$ cat src/rtl/spi_pkg.sv
`default_nettype none
// ============================================================================
// Module      : spi_pkg
// Description : Shared definitions for the SPI master. Holds the FSM state
//               encoding, the write/read bit counts, the frame length N, and
//               a helper that packs the operands into the transmit word.
//               Build option: SPI_MASTER_READBACK_EN appends RD_BITS read
//               bits to every frame and enables result capture from MISO.
// Revision    : 1.0 - initial release
// ============================================================================
package spi_pkg;

    localparam int WR_BITS = 10;    // num1[3:0], num2[3:0], operacion[1:0]
    localparam int RD_BITS = 4;     // result bits clocked back from the slave

`ifdef SPI_MASTER_READBACK_EN
    localparam int N_BITS = WR_BITS + RD_BITS;
`else
    localparam int N_BITS = WR_BITS;
`endif

    // Bit counter is sized for the longest frame (14 bits).
    localparam int BIT_CNT_W = 4;

    typedef enum logic [1:0] {
        ST_IDLE     = 2'd0,
        ST_SETUP    = 2'd1,
        ST_TRANSFER = 2'd2,
        ST_GUARD    = 2'd3
    } state_t;

    // Transmit word, MSB sent first. Any read-bit slots at the bottom are
    // zero so MOSI idles low while the slave is answering.
    function automatic logic [N_BITS-1:0] frame_word(
        input logic [3:0] n1,
        input logic [3:0] n2,
        input logic [1:0] op
    );
        logic [N_BITS-1:0] w;
        w = '0;
        w[N_BITS-1 -: WR_BITS] = {n1, n2, op};
        return w;
    endfunction

endpackage : spi_pkg
`default_nettype wire

$ cat src/rtl/spi_sclk_div.sv
`default_nettype none
// ============================================================================
// Module      : spi_sclk_div
// Description : Half-period timer for SLCK. Pulses tick on the last of every
//               CLK_DIV enabled clk cycles. The count is held at zero while
//               disabled and is restarted by clr so each FSM state begins a
//               fresh, full-length half-period.
// Ports       : clk   - system clock
//               rst_n - asynchronous active-low reset
//               en    - count enable (FSM not idle)
//               clr   - synchronous restart (FSM changing state)
//               tick  - last cycle of the current half-period
// Revision    : 1.0 - initial release
// ============================================================================
module spi_sclk_div #(
    parameter int CLK_DIV = 4       // clk cycles per half-period, 1..255
) (
    input  logic clk,
    input  logic rst_n,
    input  logic en,
    input  logic clr,
    output logic tick
);

    localparam logic [7:0] TERM = 8'(CLK_DIV - 1);

    logic [7:0] cnt_q;
    logic [7:0] cnt_d;

    always_comb begin
        cnt_d = cnt_q;
        if (clr || !en) begin
            cnt_d = '0;
        end else if (cnt_q == TERM) begin
            cnt_d = '0;
        end else begin
            cnt_d = cnt_q + 8'd1;
        end
    end

    always_ff @(posedge clk or negedge rst_n) begin
        if (!rst_n) begin
            cnt_q <= '0;
        end else begin
            cnt_q <= cnt_d;
        end
    end

    assign tick = en && (cnt_q == TERM);

endmodule : spi_sclk_div
`default_nettype wire

$ cat src/rtl/spi_master.sv
`default_nettype none
// ============================================================================
// Module      : spi_master
// Description : Mode-0 SPI master sending one fixed-format frame per start:
//               SETUP (T cycles, CS low, SLCK low), N bits of T-high/T-low
//               SLCK, then GUARD (T cycles, CS high). T = CLK_DIV.
//               Build option: SPI_MASTER_READBACK_EN adds 4 read bits whose
//               MISO values form resultado; without it resultado stays 0.
// Ports       : clk, rst_n          - clock, async active-low reset
//               start               - frame request, honoured in IDLE only
//               num1, num2, operacion - operands, latched on acceptance
//               MISO                - serial data from slave
//               CS, SLCK, MOSI      - SPI bus (CS active-low, SLCK idles low)
//               busy                - frame in progress (SETUP..GUARD)
//               done                - one-cycle pulse on frame completion
//               resultado           - last received result
// Revision    : 1.0 - initial release
// ============================================================================
module spi_master
    import spi_pkg::*;
#(
    parameter int CLK_DIV = 4
) (
    input  logic       clk,
    input  logic       rst_n,
    input  logic       start,
    input  logic [3:0] num1,
    input  logic [3:0] num2,
    input  logic [1:0] operacion,
    input  logic       MISO,
    output logic       CS,
    output logic       SLCK,
    output logic       MOSI,
    output logic       busy,
    output logic       done,
    output logic [3:0] resultado
);

    localparam logic [BIT_CNT_W-1:0] LAST_BIT = BIT_CNT_W'(N_BITS - 1);

    state_t                 state_q, state_d;
    logic [N_BITS-1:0]      shreg_q, shreg_d;
    logic [BIT_CNT_W-1:0]   bit_cnt_q, bit_cnt_d;
    logic                   sclk_q, sclk_d;
    logic                   done_q, done_d;
    logic                   w_tick;
    logic                   w_div_en;
    logic                   w_div_clr;

`ifdef SPI_MASTER_READBACK_EN
    localparam logic [BIT_CNT_W-1:0] FIRST_RD = BIT_CNT_W'(WR_BITS);
    logic [RD_BITS-1:0]     rx_q, rx_d;
    logic [RD_BITS-1:0]     res_q, res_d;
`endif

    // ------------------------------------------------------------------
    // Half-period timer. Restarted on every state change so a state never
    // inherits a partial count from the previous one.
    // ------------------------------------------------------------------
    assign w_div_en  = (state_q != ST_IDLE);
    assign w_div_clr = (state_d != state_q);

    spi_sclk_div #(
        .CLK_DIV (CLK_DIV)
    ) u_sclk_div (
        .clk   (clk),
        .rst_n (rst_n),
        .en    (w_div_en),
        .clr   (w_div_clr),
        .tick  (w_tick)
    );

    // ------------------------------------------------------------------
    // Frame sequencer
    // ------------------------------------------------------------------
    always_comb begin
        state_d   = state_q;
        shreg_d   = shreg_q;
        bit_cnt_d = bit_cnt_q;
        sclk_d    = sclk_q;
        done_d    = 1'b0;
`ifdef SPI_MASTER_READBACK_EN
        rx_d      = rx_q;
        res_d     = res_q;
`endif
        case (state_q)
            ST_IDLE: begin
                if (start) begin
                    shreg_d   = frame_word(num1, num2, operacion);
                    bit_cnt_d = '0;
                    sclk_d    = 1'b0;
                    state_d   = ST_SETUP;
`ifdef SPI_MASTER_READBACK_EN
                    rx_d      = '0;
`endif
                end
            end

            ST_SETUP: begin
                if (w_tick) begin
                    sclk_d    = 1'b1;       // bit 0 is always a write bit
                    bit_cnt_d = '0;
                    state_d   = ST_TRANSFER;
                end
            end

            ST_TRANSFER: begin
                if (w_tick) begin
                    if (sclk_q) begin
                        // End of high phase: fall and present the next bit.
                        sclk_d  = 1'b0;
                        shreg_d = shreg_q << 1;
                    end else if (bit_cnt_q == LAST_BIT) begin
                        bit_cnt_d = '0;
                        done_d    = 1'b1;
                        state_d   = ST_GUARD;
`ifdef SPI_MASTER_READBACK_EN
                        res_d     = rx_q;
`endif
                    end else begin
                        // End of low phase: rise for the next bit. MISO is
                        // captured on this same edge for read bits.
                        bit_cnt_d = bit_cnt_q + 1'b1;
                        sclk_d    = 1'b1;
`ifdef SPI_MASTER_READBACK_EN
                        if ((bit_cnt_q + 1'b1) >= FIRST_RD) begin
                            rx_d = {rx_q[RD_BITS-2:0], MISO};
                        end
`endif
                    end
                end
            end

            ST_GUARD: begin
                if (w_tick) begin
                    shreg_d = '0;
                    state_d = ST_IDLE;
                end
            end

            default: begin
                state_d = ST_IDLE;
            end
        endcase
    end

    always_ff @(posedge clk or negedge rst_n) begin
        if (!rst_n) begin
            state_q   <= ST_IDLE;
            shreg_q   <= '0;
            bit_cnt_q <= '0;
            sclk_q    <= 1'b0;
            done_q    <= 1'b0;
        end else begin
            state_q   <= state_d;
            shreg_q   <= shreg_d;
            bit_cnt_q <= bit_cnt_d;
            sclk_q    <= sclk_d;
            done_q    <= done_d;
        end
    end

`ifdef SPI_MASTER_READBACK_EN
    always_ff @(posedge clk or negedge rst_n) begin
        if (!rst_n) begin
            rx_q  <= '0;
            res_q <= '0;
        end else begin
            rx_q  <= rx_d;
            res_q <= res_d;
        end
    end

    assign resultado = res_q;
`else
    logic w_unused_miso;
    assign w_unused_miso = MISO;
    assign resultado     = 4'h0;
`endif

    // ------------------------------------------------------------------
    // Outputs. CS is decoded from the state register so reset raises it
    // immediately; MOSI is the head of the shift register, which only
    // moves at the start of a low phase.
    // ------------------------------------------------------------------
    assign CS   = !((state_q == ST_SETUP) || (state_q == ST_TRANSFER));
    assign SLCK = sclk_q;
    assign MOSI = shreg_q[N_BITS-1];
    assign busy = (state_q != ST_IDLE);
    assign done = done_q;

endmodule : spi_master
`default_nettype wire

$ cat config.mk
export PLATFORM = sky130hd
export DESIGN_NAME = spi_master
export DESIGN_NICKNAME = d
export VERILOG_FILES = /design/src/rtl/spi_pkg.sv /design/src/rtl/spi_sclk_div.sv /design/src/rtl/spi_master.sv
export SDC_FILE = /design/constraint.sdc
export NUM_CORES = 1
export LEC_CHECK = 0
export ABC_AREA = 1
export BUFFER_PORTS_ARGS = -buffer_cell sky130_fd_sc_hd__buf_2
export CORE_AREA = 4 4 81 83
export CTS_BUF_LIST = sky130_fd_sc_hd__clkbuf_8
export CTS_CLUSTER_DIAMETER = 40
export DETAILED_ROUTE_END_ITERATION = 10
export DIE_AREA = 0 0 85 87
export PLACE_DENSITY = 0.51
export SYNTH_ARGS = -nofsm -noshare
export SYNTH_HDL_FRONTEND = slang
export SYNTH_SLANG_ARGS = --single-unit
$ cat constraint.sdc
create_clock -name clk -period 2.25 [get_ports clk]
set_clock_uncertainty 0.15 [all_clocks]
set_input_delay 0.45 -clock clk [delete_from_list [all_inputs] [get_ports clk]]
set_output_delay 0.45 -clock clk [all_outputs]
set_load 0.005 [all_outputs]
### Word-level counts from Yosys, hierarchy flattened

Cells that the tools add are included.

* muxes and demuxes: 30
* reductions and logical operators: 12
* add/subtract/negate cells: 2
* eq/ne operators: 12

Operators with widths (count)
* 10-bit 2-to-1 mux: 4
* 10-bit case mux with 3 select lines: 1
* 4-bit 2-to-1 mux: 5
* 8-bit 2-to-1 mux: 2
* 2-bit 2-to-1 mux: 6
* 4-bit case mux with 3 select lines: 1
* 5-bit AND reduction: 2
* 1-bit 2-to-1 mux: 9
* 8-bit by 1-bit adder with 8-bit output, second input constant: 1
* 8-bit by 2-bit equality test with 1-bit output, second input constant: 1
* 2-bit case mux with 4 select lines: 1
* 2-bit by 1-bit inequality test with 1-bit output, second input constant: 3
* 2-bit inequality test, second input constant: 3
* 3-bit nonzero test: 2
* 4-bit by 1-bit adder with 4-bit output, second input constant: 1
* 2-bit equality test, second input constant: 2
* 4-bit equality test, second input constant: 1
* 4-bit AND reduction: 1
* 1-bit case mux with 3 select lines: 1
* 2-bit by 1-bit equality test with 1-bit output, second input constant: 1
* 1-bit logical NOT: 2
* 2-bit logical NOT: 1
* 1-bit logical OR: 2
* 2-bit inequality test: 1
* 2 further kinds: 2

* word-level logic and storage cells: 62
* bits in registers: 26
* output and inout port bits: 9

### Depth between registers and ports, before layout

* word-level depth: 8
* gate-level depth with buffers: 12
* mapped depth without buffers: 11

### Modules after synthesis

From an unflattened synthesis, not the netlist that was laid out.

* cells, all modules: 206
* area total of the unflattened synthesis: 1621.6 µm²

Modules (own cells, without submodules)
* spi_master: instances 1, cells each 149, sequential area each 450.4 µm², area each 1193.6 µm²
* spi_sclk_div: instances 1, cells each 57, sequential area each 200.2 µm², area each 427.9 µm²

### Worst setup path after synthesis

No wires, ideal clock.

* path kind: flip-flop to flip-flop
* from: register state_q[0]
* to: register bit_cnt_q[2]
* setup time: 0.117 ns
* cell stages (with the launch flop): 12
* path slack: 0.404 ns
* buffers on the path: 1
* arrival time: 1.579 ns
* cell sequence: dfrtp_1 > inv_1 > ha_1 > buf_2 > inv_2 > nand2_1 > o21ai_2 > nand2_2 > a21oi_4 > inv_2 > o21ai_1 > nor2_1

* longest elaborated chain between the ends: 4
* elaborated cells on any way between the ends: 12
* those cells by class: eq/ne (6); mux (1); reduce/logical (5)

RTL lines
* start, declared: line spi_master.sv:41 `state_t state_q, state_d;`
* start signal, assigned: line spi_master.sv:155 `state_q <= state_d;`
* 2-bit nonzero test: line spi_master.sv:60 `assign w_div_en = (state_q != ST_IDLE);`
* 1-bit logical AND: line spi_sclk_div.sv:49 `assign tick = en && (cnt_q == TERM);`
* 2-bit by 1-bit inequality test with 1-bit output (no source line)
* 5-bit AND reduction (no source line)
* end signal, assigned: line spi_master.sv:157 `bit_cnt_q <= bit_cnt_d;`
* end, declared: line spi_master.sv:43 `logic [BIT_CNT_W-1:0] bit_cnt_q, bit_cnt_d;`

Several ways; a longest one is shown, not always the timed one.
A chain may end at the register's enable or synchronous reset.

### Worst setup path after layout

* from: register state_q[0]
* to: register shreg_q[2]

* longest elaborated chain between the ends: 4
* elaborated cells on any way between the ends: 12
* those cells by class: eq/ne (6); mux (1); reduce/logical (5)

RTL lines
* 2-bit nonzero test: line spi_master.sv:60
* 1-bit logical AND: line spi_sclk_div.sv:49
* 2-bit by 1-bit inequality test with 1-bit output (no source line)
* 5-bit AND reduction (no source line)
* end signal, assigned: line spi_master.sv:156 `shreg_q <= shreg_d;`
* end, declared: line spi_master.sv:42 `logic [N_BITS-1:0] shreg_q, shreg_d;`

Several ways; a longest one is shown, not always the timed one.

==> run_results.csv <==
group,metric,value,unit
timing,rsz0062_at_grt,"no",
worst_setup_path,cp.arrival,2.01,ns
floorplan,start_util,27.35,%
global_route,grt_overflow,0,
timing,tightest_slew,0.5995,ns
yosys,yosysTopAreaCellShare,40.66,%
pwr,power.density,1090,mW/mm^2
drt,first_iter_violations,28,
yosys,yosysUniqueCellTypes,34,
drt,wire_per_inst,10.91,um
worst_setup_path,critical_path.max_fanout,20,
worst_setup_path,worstSetupPathType,"register to register",
timing,fin_ws,0.2638,ns
global_route,grt_first_pass_wirelength,5464,um
final_layout,final_nets,226,
pwr,p_leak,0.8675,nW
timing,tns,0,ns
floorplan,fp.dieH,87,um
yosys,synthTopCellsByCount,"34 x nand2_1, 26 x dfrtp_1, 15 x inv_1",
yosys,synthCells,183,
worst_setup_path,rr_worst_depth,8,
drt,wl_met1,1573,um
clocking,clk_latency,0.28,ns
yosys,ys_ff_latch,26,
yosys,synthTopCellsByArea,"dfrtp_1 41%, nand2_1 8.0%, ha_1 7.0%",
final_layout,syn_to_final_growth,14.78,%
final_layout,drive_gt1_share,27.72,%
global_route,antenna_found_initial,0,
worst_setup_path,r2r_slack,0.26,ns
timing,final_max_slew_viol_count,0,
global_route,grt_pass1_vias,1196,
status,outcome,"complete, no violations",
drt,wl,3021,um
timing,fmax,503.5,MHz
worst_setup_path,r2r-end,"shreg_q[2]",
final_layout,antenna_cells,0,
clocking,clockBufferDepth,2,
drt,drc,0,
yosys,synth.yosys.warnings,0,
clocking,cts_made_buffers,3,
pwr,ir_drop,0.3732,mV
clocking,clk_pin_slew,0.10,ns
worst_hold_path,min_path_type,"input port to async pin",
drt,dr_wl_met2,1267,um
drt,drtPass1Iterations,4,
drt,antenna_left,0,
worst_setup_path,required,2.27,ns
yosys,netlist_area,0.001600,sq mm
worst_setup_path,crit_path_start_kind,"register",
timing,fin_crit_sh,88.27,%
yosys,seq_area_frac_synth,40.66,%
global_route,grt_max_degree,27,
global_route,grt_usage,9.053,%
place,dpl_worst_slack,0.2657,ns
clocking,h-tree-depth,1,
clocking,ctsResizeCount,0,
worst_setup_path,endpoint,"shreg_q[2]",
final_layout,finalNonFillerCells,277,
yosys,synth-main-ff-cell,"dfrtp_1",
floorplan,fp.dieW,85,um
floorplan,rows,28,
place,place.gp.congestion,0.7472,
yosys,synth-edff-count,0,
clocking,cts-root-buf,"clkbuf_8",
yosys,synthArstFlopShare,100.0,%
floorplan,die_area,0.007395,sq mm
timing,setup_viol,0,
clocking,cts_tree,"built",
timing,relSlewSlack,60.03,%
clocking,cts.sinks,26,
place,dpl.hpwl,2216,um
yosys,synth_most_common_cell,"nand2_1",
floorplan,ios,23,
run,maxCapViolCount,0,
clocking,post_cts_buffers,0,
place,place_inst,273,
worst_setup_path,timing.rr.start,"state_q[0]",
drt,top_layer,"met4",
pwr,p_total,2.003,mW
place,port_buffers,17,
yosys,synth.avg_cell_area,8.745,sq um
clocking,hold_buffers,0,
yosys,netlist.top_cell.by_area,"dfrtp_1",
drt,via_per_inst,4.329,
worst_setup_path,setup.worst_path.end_class,"register",
timing,fin_crit,1.986,ns
worst_setup_path,crit_start,"state_q[0]",
floorplan,core-area,0.005851,sq mm
drt,vias,1199,
drt,routed-wl-met3,149,um
timing,hold_viol_final,0,
cell type report:
| type | count | area (sq um) |
|---|---|---|
| inverters | 24 | 92.59 |
| repair buffers | 20 | 107.6 |
| multi-input cells | 128 | 820.8 |
| well taps | 75 | 93.84 |
| clock buffers | 3 | 41.29 |
| fillers | 615 | 4014 |
| clock inverters | 1 | 30.03 |
| flip-flops and latches | 26 | 650.6 |
flip-flops by register name, indices dropped and copies added, names as in the netlist:
register and cells:
u_sclk_div.cnt_q 8, shreg_q 10, bit_cnt_q 4, SLCK 1, done 1, state_q 2
report_power, final:
part,leakage (nW),internal [mW],total (mW),switching (mW)
combinational,0.490,0.325,0.902,0.578
clock,0.0357,0.238,0.403,0.164
sequential,0.341,0.601,0.698,0.0966
total,0.868,1.16,2.00,0.839
per-layer routing:
| layer | GRT usage (%) | up-vias |
|---|---|---|
| met5 | 0 | - |
| met4 | 2.734 | 0 |
| met3 | 2.838 | 4 |
| met2 | 13.49 | 18 |
| met1 | 12.51 | 541 |
| li1 | - | 636 |
logic make-up (layout without fill, tap and decap cells):
family	count (synthesis)	after routing	share of synthesized area (%)
AO/OA/AOI/OAI	31	31	12.51
XOR/XNOR	3	3	1.642
adder cells (fa/ha/maj)	9	9	7.037
buffers and inverters	32	48	8.757
flip-flops	26	26	40.66
multiplexers	1	1	0.6255
other	1	4	0.2343
AND/OR/NAND/NOR	80	80	28.54
worst min path at each step:
stage               start    endpoint  slack, ns  depth (start not counted)
2_1_floorplan       rst_n        SLCK      0.004                          0
3_3_place_gp   shreg_q[9]  shreg_q[9]       0.32                          2
3_5_place_dp   shreg_q[3]  shreg_q[3]       0.33                          2
4_1_cts             rst_n  shreg_q[4]       0.03                          1
5_1_grt             rst_n  shreg_q[4]       0.06                          1
6_report            rst_n  shreg_q[5]       0.01                          1
cells in the final DEF, fill, tap and decap left out, types with 3 or more instances in the layout:
cell and count:
nand2_1 34, dfrtp_1 26, buf_2 17, inv_1 15
o21ai_1 13, nor2_1 11, nand3_1 9, a22oi_1 9
ha_1 9, nor3_2 8, inv_2 7, nand2_2 6
conb_1 4, o21ai_0 3, clkbuf_8 3, buf_4 3
worst max-delay path: stages, from the launching register on:
cell,delay (ns)
dfrtp_1,0.44
inv_1,0.15
ha_1,0.27
buf_4,0.21
a21oi_1,0.21
nand3_1,0.11
buf_4,0.21
nand2_1,0.07
o21ai_1,0.06
metrics by stage:
stage          hold WS [ns]  area, sq um  util, %
6_report            0.01020         1837    31.39
5_1_grt             0.05631         1837    31.39
4_1_cts             0.02846         1837    31.39
3_5_place_dp         0.3290         1765    30.18
3_3_place_gp         0.3221         1765    30.18
2_1_floorplan      0.004409         1612        -
No activity file was read; power rests on OpenSTA's default activity.
